[src/rtl/mult_product_accum_if.sv]
`default_nettype none
// +----------------------------------------------------------------------------+
// | mult_product_accum_if : load/product snoop and sum valid/ready bundle       |
// | Rev 1.0                                                                     |
// +----------------------------------------------------------------------------+
interface mult_product_accum_if #(
  parameter int PW    = 12,
  parameter int ACC_W = 16
);
  logic             load;
  logic [PW-1:0]    product;
  logic             clr_acc;
  logic             busy;
  logic             out_valid;
  logic             out_ready;
  logic [ACC_W-1:0] out_sum;
  logic             out_sat;
  logic             err;

  modport master (
    output load, product, clr_acc, out_ready,
    input  busy, out_valid, out_sum, out_sat, err
  );

  modport slave (
    input  load, product, clr_acc, out_ready,
    output busy, out_valid, out_sum, out_sat, err
  );
endinterface
`default_nettype wire

[src/rtl/mult_product_accum.sv]
`default_nettype none
// +----------------------------------------------------------------------------+
// | mult_product_accum : waits out multiplier latency, sums GROUP products      |
// | with saturation and hands each sum downstream on valid/ready. Rev 1.0       |
// +----------------------------------------------------------------------------+
module mult_product_accum #(
  parameter int PW       = 12,
  parameter int MULT_LAT = 6,
  parameter int GROUP    = 4,
  parameter int ACC_W    = 16
) (
  input  logic                clk,
  input  logic                rst,
  mult_product_accum_if.slave bus
);

  localparam int LW = $clog2(MULT_LAT + 1);
  localparam int GW = (GROUP > 1) ? $clog2(GROUP) : 1;
  localparam logic [LW-1:0] LAT_LAST = LW'(MULT_LAT);
  localparam logic [GW-1:0] GRP_LAST = GW'(GROUP - 1);

  typedef enum logic [1:0] {
    S_IDLE = 2'd0,
    S_WAIT = 2'd1,
    S_HOLD = 2'd2
  } state_t;

  state_t           state_q, state_d;
  logic [LW-1:0]    lat_q, lat_d;
  logic [GW-1:0]    grp_q, grp_d;
  logic [ACC_W-1:0] acc_q, acc_d;
  logic             sat_q, sat_d;
  logic [ACC_W-1:0] pend_q, pend_d;
  logic             pend_sat_q, pend_sat_d;
  logic [ACC_W-1:0] out_sum_q, out_sum_d;
  logic             out_sat_q, out_sat_d;
  logic             out_valid_q, out_valid_d;
  logic             err_q, err_d;

  logic [ACC_W:0]   sum_wide;
  logic [ACC_W-1:0] sum_clamped;
  logic             sum_sat;
  logic             out_free;

  // One extra bit catches the carry that triggers clamping.
  assign sum_wide    = {1'b0, acc_q} + {{(ACC_W + 1 - PW){1'b0}}, bus.product};
  assign sum_clamped = sum_wide[ACC_W] ? {ACC_W{1'b1}} : sum_wide[ACC_W-1:0];
  assign sum_sat     = sat_q | sum_wide[ACC_W];
  assign out_free    = ~out_valid_q | bus.out_ready;

  always_comb begin
    state_d     = state_q;
    lat_d       = lat_q;
    grp_d       = grp_q;
    acc_d       = acc_q;
    sat_d       = sat_q;
    pend_d      = pend_q;
    pend_sat_d  = pend_sat_q;
    out_sum_d   = out_sum_q;
    out_sat_d   = out_sat_q;
    out_valid_d = out_valid_q & ~bus.out_ready;
    err_d       = err_q;

    case (state_q)
      S_IDLE: begin
        if (bus.clr_acc) begin
          acc_d = '0;
          grp_d = '0;
          sat_d = 1'b0;
        end
        if (bus.load) begin
          lat_d   = LW'(1);
          state_d = S_WAIT;
        end
      end

      S_WAIT: begin
        if (bus.clr_acc) begin
          acc_d = '0;
          grp_d = '0;
          sat_d = 1'b0;
          if (bus.load) lat_d = LW'(1);
          else          state_d = S_IDLE;
        end else begin
          if (bus.load) err_d = 1'b1;
          if (lat_q == LAT_LAST) begin
            if (grp_q == GRP_LAST) begin
              if (out_free) begin
                out_sum_d   = sum_clamped;
                out_sat_d   = sum_sat;
                out_valid_d = 1'b1;
                acc_d       = '0;
                grp_d       = '0;
                sat_d       = 1'b0;
                state_d     = S_IDLE;
              end else begin
                pend_d     = sum_clamped;
                pend_sat_d = sum_sat;
                state_d    = S_HOLD;
              end
            end else begin
              acc_d   = sum_clamped;
              sat_d   = sum_sat;
              grp_d   = grp_q + GW'(1);
              state_d = S_IDLE;
            end
          end else begin
            lat_d = lat_q + LW'(1);
          end
        end
      end

      S_HOLD: begin
        if (bus.load) err_d = 1'b1;
        if (bus.clr_acc) begin
          acc_d = '0;
          grp_d = '0;
          sat_d = 1'b0;
        end
        if (out_free) begin
          out_sum_d   = pend_q;
          out_sat_d   = pend_sat_q;
          out_valid_d = 1'b1;
          acc_d       = '0;
          grp_d       = '0;
          sat_d       = 1'b0;
          state_d     = S_IDLE;
        end
      end

      default: state_d = S_IDLE;
    endcase
  end

  always_ff @(posedge clk) begin
    if (rst) begin
      state_q     <= S_IDLE;
      lat_q       <= '0;
      grp_q       <= '0;
      acc_q       <= '0;
      sat_q       <= 1'b0;
      pend_q      <= '0;
      pend_sat_q  <= 1'b0;
      out_sum_q   <= '0;
      out_sat_q   <= 1'b0;
      out_valid_q <= 1'b0;
      err_q       <= 1'b0;
    end else begin
      state_q     <= state_d;
      lat_q       <= lat_d;
      grp_q       <= grp_d;
      acc_q       <= acc_d;
      sat_q       <= sat_d;
      pend_q      <= pend_d;
      pend_sat_q  <= pend_sat_d;
      out_sum_q   <= out_sum_d;
      out_sat_q   <= out_sat_d;
      out_valid_q <= out_valid_d;
      err_q       <= err_d;
    end
  end

  assign bus.busy      = (state_q != S_IDLE);
  assign bus.out_valid = out_valid_q;
  assign bus.out_sum   = out_sum_q;
  assign bus.out_sat   = out_sat_q;
  assign bus.err       = err_q;

endmodule
`default_nettype wire

[src/flat_wrapper.sv]
// flat-port wrapper written by rule: the top's interface ports become plain ports
module mult_product_accum_flat 
#(
  parameter int PW       = 12,
  parameter int MULT_LAT = 6,
  parameter int GROUP    = 4,
  parameter int ACC_W    = 16
)
  (clk, rst, bus_load, bus_product, bus_clr_acc, bus_out_ready, bus_busy, bus_out_valid, bus_out_sum, bus_out_sat, bus_err);
  mult_product_accum_if #(.PW(PW), .ACC_W(ACC_W)) bus_i ();
  input  logic clk;
  input  logic rst;
  input wire logic [$bits(bus_i.load)-1:0] bus_load;
  input wire logic [$bits(bus_i.product)-1:0] bus_product;
  input wire logic [$bits(bus_i.clr_acc)-1:0] bus_clr_acc;
  input wire logic [$bits(bus_i.out_ready)-1:0] bus_out_ready;
  output wire logic [$bits(bus_i.busy)-1:0] bus_busy;
  output wire logic [$bits(bus_i.out_valid)-1:0] bus_out_valid;
  output wire logic [$bits(bus_i.out_sum)-1:0] bus_out_sum;
  output wire logic [$bits(bus_i.out_sat)-1:0] bus_out_sat;
  output wire logic [$bits(bus_i.err)-1:0] bus_err;
  assign bus_i.load = bus_load;
  assign bus_i.product = bus_product;
  assign bus_i.clr_acc = bus_clr_acc;
  assign bus_i.out_ready = bus_out_ready;
  assign bus_busy = bus_i.busy;
  assign bus_out_valid = bus_i.out_valid;
  assign bus_out_sum = bus_i.out_sum;
  assign bus_out_sat = bus_i.out_sat;
  assign bus_err = bus_i.err;
  mult_product_accum #(.PW(PW), .MULT_LAT(MULT_LAT), .GROUP(GROUP), .ACC_W(ACC_W)) u_core (.clk(clk), .rst(rst), .bus(bus_i));
endmodule
[config.mk]
export PLATFORM = sky130hd
export DESIGN_NAME = mult_product_accum_flat
export DESIGN_NICKNAME = d
export VERILOG_FILES = /design/src/rtl/mult_product_accum_if.sv /design/src/rtl/mult_product_accum.sv /design/src/flat_wrapper.sv
export SDC_FILE = /design/constraint.sdc
export NUM_CORES = 1
export LEC_CHECK = 0
export CELL_PAD_IN_SITES_DETAIL_PLACEMENT = 2
export CELL_PAD_IN_SITES_GLOBAL_PLACEMENT = 2
export CORE_ASPECT_RATIO = 1.1
export CORE_UTILIZATION = 30
export DETAILED_ROUTE_END_ITERATION = 7
export PLACE_DENSITY = 0.78
export REMOVE_ABC_BUFFERS = 1
export SETUP_SLACK_MARGIN = 0.02
export SYNTH_ARGS = -nofsm -noshare
export SYNTH_HDL_FRONTEND = slang
export SYNTH_SLANG_ARGS = --single-unit
[constraint.sdc]
create_clock -name clk -period 2.4 [get_ports clk]
set_input_delay 0.48 -clock clk [delete_from_list [all_inputs] [get_ports clk]]
set_output_delay 0.48 -clock clk [all_outputs]
set_load 0.01 [all_outputs]
Yosys cells after proc, flatten, opt, wreduce, memory -nomap -nowiden
Index checks and enable logic that the tools add are counted.
{"block": "classes", "add_sub_neg": 3, "n_eq_ne": 14, "mux": 53, "n_bitwise": 7, "reduce_logical": 11}
{"op": "$mux 16", "n": 12}
{"op": "$pmux 16 s3", "n": 1}
{"op": "$pmux 16 s2", "n": 1}
{"op": "$mux 2", "n": 12}
{"op": "$add 16x12->17", "n": 1}
{"op": "$mux 1", "n": 17}
{"op": "$pmux 2 s3", "n": 2}
{"op": "$mux 3", "n": 3}
{"op": "$ne 2x1->1 const B", "n": 4}
{"op": "$ne 3x3->1 const B", "n": 2}
{"op": "$pmux 1 s2", "n": 3}
{"op": "$pmux 3 s2", "n": 1}
{"op": "$reduce_and 6->1", "n": 1}
{"op": "$reduce_bool 2->1", "n": 3}
{"op": "$reduce_and 5->1", "n": 1}
{"op": "$eq 2x2->1 const B", "n": 2}
{"op": "$ne 2x2->1 const B", "n": 2}
{"op": "$ne 4x3->1 const B", "n": 1}
{"op": "$not 1->1", "n": 4}
{"op": "$reduce_and 2->1", "n": 2}
{"op": "$reduce_and 4->1", "n": 1}
{"op": "$add 3x1->3 const B", "n": 1}
{"op": "$eq 3x3->1 const B", "n": 1}
{"op": "$ne 3x2->1 const B", "n": 1}
{"op": "8 further kinds", "n": 9}
{"block": "word_totals", "register_bits": 60, "inputBits": 17, "out_inout_bits": 20, "wordCells": 99}

Logic depth before layout (Yosys ltp)
{"block": "depth", "word_depth": 7, "ltp_mapped": 10, "ltp_nobuf": 8}

Worst setup path before layout
OpenSTA, ideal clock, no wires.
{"block": "synth_path", "path_kind": "in2reg", "startpoint": "in bus_product[0]", "endpoint": "reg u_core.out_sum_q[3] (netlist: u_core.bus.out_sum[3])", "setup_time_ps": 132, "t_arrival_ps": 2363, "t_required_ps": 2268, "setup_slack_ps": -95, "cell_stages": 9, "path_buffers": 1, "path_cell_list": "ha_1 -> fa_1 -> a21oi_1 -> o211ai_2 -> a41oi_2 -> a21oi_2 -> buf_4 -> nor4_1 -> nor3_1"}
{"block": "synth_between", "elab_chain_len": 7}
{"element": "start, declared", "line": "flat_wrapper.sv:14", "text": "input wire logic [$bits(bus_i.product)-1:0] bus_product;"}
{"element": "$add 16x12->17", "line": "mult_product_accum.sv:46", "text": "assign sum_wide = {1'b0, acc_q} + {{(ACC_W + 1 - PW){1'b0}}, bus.product};"}
{"element": "$mux 16", "line": "mult_product_accum.sv:47", "text": "assign sum_clamped = sum_wide[ACC_W] ? {ACC_W{1'b1}} : sum_wide[ACC_W-1:0];"}
{"element": "$mux 16", "line": "mult_product_accum.sv:88", "text": "if (out_free) begin"}
{"element": "$mux 16", "line": "mult_product_accum.sv:87", "text": "if (grp_q == GRP_LAST) begin"}
{"element": "$mux 16", "line": "mult_product_accum.sv:86", "text": "if (lat_q == LAT_LAST) begin"}
{"element": "$mux 16", "line": "mult_product_accum.sv:78", "text": "if (bus.clr_acc) begin"}
{"element": "$pmux 16 s2", "line": "mult_product_accum.sv:64", "text": "case (state_q)"}
{"element": "end signal, assigned", "line": "mult_product_accum.sv:156", "text": "out_sum_q <= out_sum_d;"}
{"element": "end, declared", "line": "mult_product_accum.sv:35", "text": "logic [ACC_W-1:0] out_sum_q, out_sum_d;"}
Every way passes these cells. The select of a mux whose other input is x is not followed.
A chain may end at the register's enable or synchronous reset.

Worst setup path in the final report
{"block": "layout_path", "startpoint": "reg u_core.acc_q[0]", "endpoint": "reg u_core.acc_q[0]"}
{"block": "layout_between", "elab_chain_len": 6, "word_cells_on_any_way": 8, "cone_classes": "add/sub: 1; mux: 7"}
{"element": "start, declared", "line": "mult_product_accum.sv:31", "text": "logic [ACC_W-1:0] acc_q, acc_d;"}
{"element": "start signal, assigned", "line": "mult_product_accum.sv:140", "text": "acc_q <= '0;"}
{"element": "start signal, assigned", "line": "mult_product_accum.sv:152", "text": "acc_q <= acc_d;"}
{"element": "$add 16x12->17", "line": "mult_product_accum.sv:46"}
{"element": "$mux 16", "line": "mult_product_accum.sv:47"}
{"element": "$mux 16", "line": "mult_product_accum.sv:87"}
{"element": "$mux 16", "line": "mult_product_accum.sv:86"}
{"element": "$mux 16", "line": "mult_product_accum.sv:78"}
{"element": "$pmux 16 s3 *", "line": "mult_product_accum.sv:64"}
Every way passes the cells marked *; elsewhere a longest branch is shown, timed or not. The select of a mux whose other input is x is not followed.

==> results.ini <==
[synth]
ys_warn_count=0
ys_ff_latch=60
synth_seq_area_share_pct=33.89
synth-edff-count=0
syn-mean-instance-area_um2=7.912
synth-async-reset-ratio_pct=0
synthFlopType=dfxtp_1
synthCells=448
synth_cell_types=67
netlist_area_um2=3545

[critical_path]
crit_buf_inv=2
cp.arrival_ps=2700
worstPathMaxFanout=6
worstPathCellList=ha_4 > fa_2 > a21oi_4 > o211ai_2 > a41oi_2 > a21oi_4 > buf_12 > buf_4 > o21ai_1 > a21oi_1
crit_slowest_cell=fa_2
crit_required_ps=2620
crit_type=register to register
cp-end-kind=register
crit_family=compound AO/OA/AOI/OAI gates
worstSetupStartpointType=register
cpPeakStageDelay_ps=380
cpMostUsedCell=a21oi_4

[grt]
groute.layer.met2.usage_pct=53.20
gr-total-overflow=0
track_usage_pct=28.78
met1_usage_pct=30.79
grt_pass1_wl_um=26450
gr-max-usage-layer=met2
grt_use_met3_pct=4.274
grt_pass1_vias=4693
grt_max_degree=23
antenna_found_initial=0

[route]
routed_via_density=5.835
route.detailed.drc=0
drt-initial-drc-count=173
wirelength_um=18280
antenna_left=0
vias=4149
avgRoutedWirePerCell_um=25.71
first_pass_iters=4

[clocking]
clock-root-buffer=clkbuf_16
clock_sinks=60
clkSlewWorstSetupHoldPaths_ps=60
cts_tree=yes
cts_hold_buf=0
numCtsBuffers=9
clk-insertion-delay-late_ps=350
cts_max_path_buffers=2
htree_levels=3

[timing]
worstMarginPinSlew_ps=563.1
rsz0062_at_grt=true
worst_slack_ps=-81.69
post-route-period-util_pct=103.4
setup_viol=16
fin_worst_skew_ps=9.596
holdWs_ps=474.9
relSlewSlack_pct=62.19
post-route-min-period_ps=2482
finalHoldViolations=0
clock.fmax_ghz=0.4030
drv_slew=0

[run_status]
outcome=finished with violations
failed_checks=negative setup slack

[place]
place_congestion=0.8705
place_area_um2=4562
port_buffers=36
dpl.hpwl_um=10560

[cells_and_area]
area_growth_pct=56.19
fin_util_pct=48.18
finalNetCount=592
drive_above_1_share_pct=34.29
design_area_um2=5537

[die]
core_area_um2=11490
rows=41
fp.dieArea_um2=12250
fp.dieW_um=105.6
io_pins=37
start_util_pct=30.85
die_y_um=116.0

[power]
leakage_nw=1.943
peakVddDrop_mv=0.3765
total_power_mw=2.794
power_density_nw_per_um2=504.7

[hold_path]
hp-class=register to register

[run]
maxCapViolCount=0

[cells by family after synthesis]
family	Yosys count	share of synthesized area [%]
AND/OR/NAND/NOR	173	25.17
adder cells (fa/ha/maj)	20	7.272
flip-flops	60	33.89
buffers and inverters	45	5.153
AO/OA/AOI/OAI	138	25.45
XOR/XNOR	9	2.224
multiplexers	3	0.8472
[sequential cells by signal, summed over array words and instances, names as in the netlist, 2 cells and up]
signal and flops:
u_core.acc_q 16, u_core.bus.out_sum 16, u_core.grp_q 2, u_core.lat_q 3
u_core.pend_q 16, u_core.state_q 2
[worst paths after layout]
| path | start | endpoint | slack, ps | depth (start not counted) |
|---|---|---|---|---|
| setup reg to reg | u_core.acc_q[0]$_SDFFE_PP0P_ | u_core.acc_q[0]$_SDFFE_PP0P_ | -80 | 10 |
| setup / recovery | u_core.acc_q[0]$_SDFFE_PP0P_ | u_core.acc_q[0]$_SDFFE_PP0P_ | -80 | 10 |
| hold / removal | u_core.bus.out_sat$_SDFFE_PP0P_ | u_core.bus.out_sat$_SDFFE_PP0P_ | 470 | 2 |
| hold reg to reg | u_core.bus.out_sat$_SDFFE_PP0P_ | u_core.bus.out_sat$_SDFFE_PP0P_ | 470 | 2 |
[layout make-up]
type	count	area [um^2]
diodes	1	2.502
clock buffers	10	229.0
clock inverters	6	63.81
fillers	1203	5954
inverters	19	71.32
multi-input cells	343	2693
flip-flops and latches	60	1204
well taps	150	187.7
repair buffers	122	1086
[Yosys cell counts, drive strengths merged (8+ instances only)]
| cell | number | area share (%) |
|---|---|---|
| a211oi | 16 | 3.5 |
| a21oi | 44 | 6.6 |
| a31oi | 9 | 1.6 |
| clkbuf | 19 | 2.0 |
| dfxtp | 60 | 34 |
| ha | 19 | 6.7 |
| inv | 19 | 2.0 |
| nand2 | 46 | 5.0 |
| nand3 | 15 | 2.3 |
| nand3b | 8 | 1.7 |
| nor2 | 35 | 3.7 |
| nor3 | 31 | 4.5 |
| o21ai | 34 | 4.8 |
[worst register-to-register path: stages, from the launching register on]
cell and delay, ps:
dfxtp_2 340, ha_4 170, fa_2 380, a21oi_4 170, o211ai_2 140, a41oi_2 360
a21oi_4 180, buf_12 180, buf_4 140, o21ai_1 180, a21oi_1 110
[layer usage]
| metal | up-vias | share of wire, % |
|---|---|---|
| met2 | 127 | 52 |
| met3 | 66 | 3.4 |
| met5 | - | 0 |
| met4 | 0 | 5.2 |
| li1 | 1844 | - |
| met1 | 2112 | 39 |
[power breakdown]
group          internal, mW  leakage [nW]  switching [mW]  total, mW
clock                 0.805         0.139           0.570       1.38
combinational         0.174          1.32           0.226      0.400
sequential             1.01         0.485          0.0115       1.02
total                  1.99          1.94           0.808       2.79
[cells in the final DEF, fill, tap and decap left out, types with 3 or more instances in the layout]
cell type	count
nand2_1	43
dfxtp_1	58
or3_4	3
o21ai_0	16
o32ai_1	3
ha_1	8
a21oi_1	28
nor3_1	24
nor3_2	6
nor2_1	30
a211oi_1	10
nor4_2	4
inv_1	18
dlymetal6s2s_1	5
o21ai_1	13
buf_4	79
ha_4	10
nand3b_1	8
a211oi_2	5
a31oi_1	9
a21oi_2	8
buf_12	3
a21oi_4	8
mux2i_1	3
nor2b_1	5
clkdlybuf4s50_1	25
nor2_2	4
nand2b_1	5
nand3_1	12
clkbuf_16	11
or3_1	3
xnor2_1	6
o21ai_2	4
o21a_1	3
[per-stage QoR]
stage / TNS (ps) / setup slack, ps / instances
final: -463.0 / -81.69 / 711
after global routing: -2029 / -131.5 / 710
after CTS: 0 / 20.29 / 701
after detailed placement: -35540 / -841.0 / 681
after global placement: -30050 / -721.5 / 681
after floorplan: -4296 / -272.1 / 422
[repair_timing]
action | 4_1_cts | 5_1_grt
setup endpoints to repair | 51 | 44
pin swaps | 23 | 27
setup buffers | 4 | 7
gates resized for setup | 82 | 44
cloned | 0 | 2
endpoints found under the hold margin | 0 | 0
(Power assumes the default switching activity.)
